### config.mk
export PLATFORM = sky130hd
export DESIGN_NAME = pipe_stage_reg
export DESIGN_NICKNAME = d
export VERILOG_FILES = /design/src/rtl/pipe_stage_reg.sv
export SDC_FILE = /design/constraint.sdc
export NUM_CORES = 1
export LEC_CHECK = 0
export CAP_MARGIN = 20
export CORE_MARGIN = 2
export CORE_UTILIZATION = 45
export CTS_CLUSTER_DIAMETER = 100
export DETAILED_ROUTE_END_ITERATION = 8
export DONT_BUFFER_PORTS = 1
export PLACE_DENSITY = 0.67
export SYNTH_ARGS = -nofsm -noshare
export SYNTH_HDL_FRONTEND = slang
export SYNTH_SLANG_ARGS = --single-unit
### constraint.sdc
create_clock -name clk -period 1.69 [get_ports clk]
set_input_delay 0.338 -clock clk [delete_from_list [all_inputs] [get_ports clk]]
set_output_delay 0.338 -clock clk [all_outputs]
set_load 0.02 [all_outputs]
### src/rtl/pipe_stage_reg.sv
`default_nettype none
// ============================================================================
// Module      : pipe_stage_reg
// Description : Elastic pipeline stage register with a valid/ready handshake,
//               flush, and an optional skid slot. With SKID=1 the stage holds
//               a main entry M and a skid entry S, and in_ready comes straight
//               from state flops. With SKID=0 it is a single entry, and
//               in_ready depends combinationally on out_ready. An empty or
//               flushed slot always presents an all-zero payload (NOP).
//               Optional macro PIPE_STAGE_PERF_EN builds saturating
//               stall/bubble counters. Without it, both counters read zero.
// Revision    : 1.0 - initial release
// ============================================================================
module pipe_stage_reg #(
    parameter int WIDTH = 64,
    parameter int SKID  = 1,
    parameter int CNT_W = 32
) (
    input  logic             clk,
    input  logic             reset,
    input  logic             flush,
    input  logic             in_valid,
    output logic             in_ready,
    input  logic [WIDTH-1:0] in_data,
    output logic             out_valid,
    input  logic             out_ready,
    output logic [WIDTH-1:0] out_data,
    output logic [CNT_W-1:0] stall_cnt,
    output logic [CNT_W-1:0] bubble_cnt
);

    localparam bit HAS_SKID = (SKID != 0);

    // EMPTY: no beat, ONE: M valid, FULL: M and S valid (skid build only)
    typedef enum logic [1:0] {
        ST_EMPTY = 2'd0,
        ST_ONE   = 2'd1,
        ST_FULL  = 2'd2
    } state_t;

    state_t           state_q, state_d;
    logic [WIDTH-1:0] m_data_q, m_data_d;
    logic [WIDTH-1:0] s_data_q, s_data_d;

    logic m_valid;
    logic s_valid;
    logic in_fire;
    logic out_fire;

    assign m_valid  = (state_q != ST_EMPTY);
    assign s_valid  = (state_q == ST_FULL);

    // The skid build frees upstream from out_ready timing; the single-entry
    // build accepts whenever M empties in the same cycle.
    assign in_ready  = HAS_SKID ? ~s_valid : (~m_valid | out_ready);
    assign out_valid = m_valid;
    // M is zeroed whenever it is emptied, so an invalid slot already reads 0
    assign out_data  = m_data_q;

    assign in_fire  = in_valid & in_ready;
    assign out_fire = m_valid & out_ready;

    // Stage state and payload registers
    always_ff @(posedge clk) begin
        if (reset) begin
            state_q  <= ST_EMPTY;
            m_data_q <= '0;
            s_data_q <= '0;
        end else begin
            state_q  <= state_d;
            m_data_q <= m_data_d;
            s_data_q <= s_data_d;
        end
    end

    // Next-state and payload movement; flush drops held and incoming beats
    always_comb begin
        state_d  = state_q;
        m_data_d = m_data_q;
        s_data_d = s_data_q;
        if (flush) begin
            state_d  = ST_EMPTY;
            m_data_d = '0;
            s_data_d = '0;
        end else begin
            unique case (state_q)
                ST_EMPTY: begin
                    if (in_fire) begin
                        state_d  = ST_ONE;
                        m_data_d = in_data;
                    end
                end
                ST_ONE: begin
                    if (out_fire && in_fire) begin
                        m_data_d = in_data;
                    end else if (out_fire) begin
                        state_d  = ST_EMPTY;
                        m_data_d = '0;
                    end else if (in_fire && HAS_SKID) begin
                        state_d  = ST_FULL;
                        s_data_d = in_data;
                    end
                end
                ST_FULL: begin
                    if (out_fire) begin
                        state_d  = ST_ONE;
                        m_data_d = s_data_q;
                        s_data_d = '0;
                    end
                end
                default: begin
                    state_d  = ST_EMPTY;
                    m_data_d = '0;
                    s_data_d = '0;
                end
            endcase
        end
    end

`ifdef PIPE_STAGE_PERF_EN
    logic [CNT_W-1:0] stall_cnt_q;
    logic [CNT_W-1:0] bubble_cnt_q;

    localparam logic [CNT_W-1:0] CNT_MAX = {CNT_W{1'b1}};
    localparam logic [CNT_W-1:0] CNT_ONE = {{(CNT_W-1){1'b0}}, 1'b1};

    // Saturating counters qualified on the current-cycle out_valid, flush included
    always_ff @(posedge clk) begin
        if (reset) begin
            stall_cnt_q  <= '0;
            bubble_cnt_q <= '0;
        end else begin
            if (m_valid && !out_ready && (stall_cnt_q != CNT_MAX)) begin
                stall_cnt_q <= stall_cnt_q + CNT_ONE;
            end
            if (!m_valid && (bubble_cnt_q != CNT_MAX)) begin
                bubble_cnt_q <= bubble_cnt_q + CNT_ONE;
            end
        end
    end

    assign stall_cnt  = stall_cnt_q;
    assign bubble_cnt = bubble_cnt_q;
`else
    assign stall_cnt  = '0;
    assign bubble_cnt = '0;
`endif

endmodule
`default_nettype wire

==> metrics.json <==
{
  "port_buffers": 0,
  "route.vias.total": 5122,
  "fin_tns_setup_ns": 0,
  "number_of_buffers_inserted_by_hold_repair_at_cts": 0,
  "syn_avg_cell_area_um2": 8.367,
  "clockBufferDepth": 2,
  "antenna_cells_inserted": 0,
  "post-cts-setup-buffer-count": 0,
  "cp_slowest_stage_delay_ns": 0.44,
  "layout.area.seq_mm2": 0.002604,
  "die_y_um": 120.7,
  "yosysWarningCount": 0,
  "path_max_fanout": 48,
  "fp.dieArea_mm2": 0.01456,
  "worst_ir_drop_vdd_uv": 568.2,
  "fin_hold_ws_ns": 0.06531,
  "synth_sequential_area_ratio_pct": 42.49,
  "synth_largest_type_area_fraction_pct": 42.49,
  "worstPathArrival_ns": 1.27,
  "post_cts_resize_count": 4,
  "multi_input_comb_area_mm2": 0.002985,
  "end_kind": "output pin",
  "nNetsFinal": 766,
  "share_of_final_layout_standard_cells_stronger_than_drive_strength_1_pct": 8.310,
  "clkLatencyLatePin_ns": 0.41,
  "core_region_area_mm2": 0.01324,
  "avgRoutedWirePerCell_um": 16.81,
  "finalSetupViolCount": 0,
  "gp_congestion": 0.7428,
  "finalWorstPathRequiredPeriod_ns": 1.610,
  "grt_antenna_before_repair": 0,
  "power.density_cell_area_mw_per_mm2": 1113,
  "cts_num_sinks": 130,
  "hpwlAfterDp_um": 9197,
  "dr.first_iter.drc_count": 430,
  "yosys_register_bits": 130,
  "cp-start-kind": "flip-flop",
  "drtAntennaViolNets": 0,
  "ctsRootBufferMaster": "sky130_fd_sc_hd__clkbuf_16",
  "h_tree_depth": 4,
  "period_share_pct": 95.25,
  "grt.total_usage_pct": 20.08,
  "setup_repair_after_global_routing_missed_its_margin": "no",
  "remaining_drc_errors": 0,
  "clkTransAtPathRegs_ns": 0.06,
  "synth_flop_cell": "sky130_fd_sc_hd__dfxtp_1",
  "synth.cell_area_mm2": 0.006125,
  "crit_chain": "buf_12 > or2_4",
  "route.final.wire_length_um": 14890,
  "synth_most_common_cell": "sky130_fd_sc_hd__nand2_1",
  "starting_density_of_the_core_pct": 46.25,
  "crit_buf_inv": 1,
  "pin_count": 199,
  "async_flop_share_pct": 0,
  "num_rows": 42,
  "synth.top_cells.by_area": "sky130_fd_sc_hd__dfxtp_1 42%, sky130_fd_sc_hd__nand2_1 12%, sky130_fd_sc_hd__a221o_1 10%, sky130_fd_sc_hd__buf_4 7.8%, sky130_fd_sc_hd__nand3b_1 7.8%",
  "worst_clock_skew_ns": 0.005775,
  "synth_top_cell_by_area": "sky130_fd_sc_hd__dfxtp_1",
  "cpLargestDelayFamily": "flip-flops",
  "clock_tree_from_tritoncts": "done",
  "synth-edff-count": 0,
  "synth_cell_type_count": 27,
  "grt_pass1_vias": 4862,
  "grt_first_pass_wirelength_um": 23720,
  "min-delay-path-class": "in2reg",
  "total_leakage_power_nw": 2.103,
  "grt_max_degree": 73,
  "grt_overflow": 0,
  "cp.required_ns": 1.35,
  "number_of_search_and_repair_iterations_in_the_first_detailed_routing_pass": 7,
  "post_synth_most_frequent_cells": "193 x sky130_fd_sc_hd__nand2_1, 130 x sky130_fd_sc_hd__dfxtp_1",
  "via_per_inst": 5.781,
  "report.power.total_w": 0.007396,
  "timing.final.max_slew_violations": 0,
  "timing.fmax_mhz": 621.2,
  "hold_violations": 0,
  "die_width_um": 120.7,
  "clock_buffers_created_by_tritoncts": 17,
  "synthToLayoutAreaGrowth_pct": 8.478,
  "run_status": "completed",
  "mapped_cells": 732,
  "slowest_stage_cell_on_the_critical_path": "sky130_fd_sc_hd__dfxtp_2",
  "fillerInstances": 1248,
  "timing_worst_setup_path_type": "reg2out",
  "timing.max_cap.violations": 0
}
## cell families (layout without fill, tap and decap cells)
group | count (synthesis) | after routing | synth area share, %
and+or+nand+nor | 332 | 332 | 26.15
buffers and inverters | 135 | 50 | 13.32
other | 1 | 64 | 0.06123
muxes | 2 | 2 | 0.3473
AOI/OAI and AO/OA | 132 | 132 | 17.63
DFF | 130 | 130 | 42.49
## per-stage QoR
| step | utilization [%] | cell area (um2) | worst slack, ns | cells |
|---|---|---|---|---|
| after global routing | 50.17 | 6644 | 0.01244 | 886 |
| after detailed placement | 45.49 | 6025 | 0.1597 | 854 |
| after global placement | 45.49 | 6025 | 0.2301 | 854 |
| final | 50.17 | 6644 | 0.08025 | 886 |
| after CTS | 50.09 | 6634 | 0.007618 | 886 |
| after floorplan | - | 6361 | 0.1528 | 795 |
## layer usage
layer / GRT usage, % / vias up / part of all wire [%]
li1: - / 2431 / -
met2: 33.62 / 211 / 48
met4: 6.395 / 0 / 1.3
met3: 5.943 / 16 / 7.1
met5: 0 / - / 0
met1: 24.77 / 2464 / 43
## final cells by class
type,count,area share [%]
clock buffers,21,6.930
clock inverters,11,2.034
flip-flops and latches,130,39.19
multi-input cells,530,44.93
repair buffers,18,3.597
well taps,176,3.314
## state kept, by name (all words and copies together) (netlist names)
signal / flops
out_data: 64
s_data_q: 64
state_q: 2
## cell usage in the layout (no fill, tap or decap), types with 2 or more instances in the layout
cell type                    synthesis  routed
sky130_fd_sc_hd__nand2_1           193     193
sky130_fd_sc_hd__dfxtp_1           130     129
sky130_fd_sc_hd__nor3_1             64      64
sky130_fd_sc_hd__a221o_1            64      64
sky130_fd_sc_hd__nand3b_1           64      64
sky130_fd_sc_hd__a31oi_1            64      64
sky130_fd_sc_hd__conb_1              1      64
sky130_fd_sc_hd__clkbuf_16           0      17
sky130_fd_sc_hd__buf_4              64       9
sky130_fd_sc_hd__buf_12              0       8
sky130_fd_sc_hd__clkinv_2            0       6
sky130_fd_sc_hd__bufinv_16           0       3
sky130_fd_sc_hd__or2_4               0       2
sky130_fd_sc_hd__nor2b_1             2       2
sky130_fd_sc_hd__a21oi_1             2       2
sky130_fd_sc_hd__clkbuf_1           33       2
sky130_fd_sc_hd__clkbuf_8            0       2
sky130_fd_sc_hd__clkinvlp_4          0       2
## where the power goes
group | switching, W | internal (W) | leakage, nW
logic | 0.000349 | 0.000135 | 0.757
registers | 0.000116 | 0.00314 | 1.05
clock network | 0.00128 | 0.00238 | 0.292
total | 0.00175 | 0.00565 | 2.10
## path summary, 6_finish.rpt
check | from | end | slack, ns | depth (start not counted)
setup / recovery | state_q[1] | out_valid | 0.08 | 2
hold / removal | in_data[31] | out_data[31] | 0.07 | 1
setup reg to reg | state_q[1] | out_data[12] | 0.12 | 4
hold reg to reg | s_data_q[34] | s_data_q[34] | 0.50 | 2
Note: power is estimated with default switching activity, not from simulation.
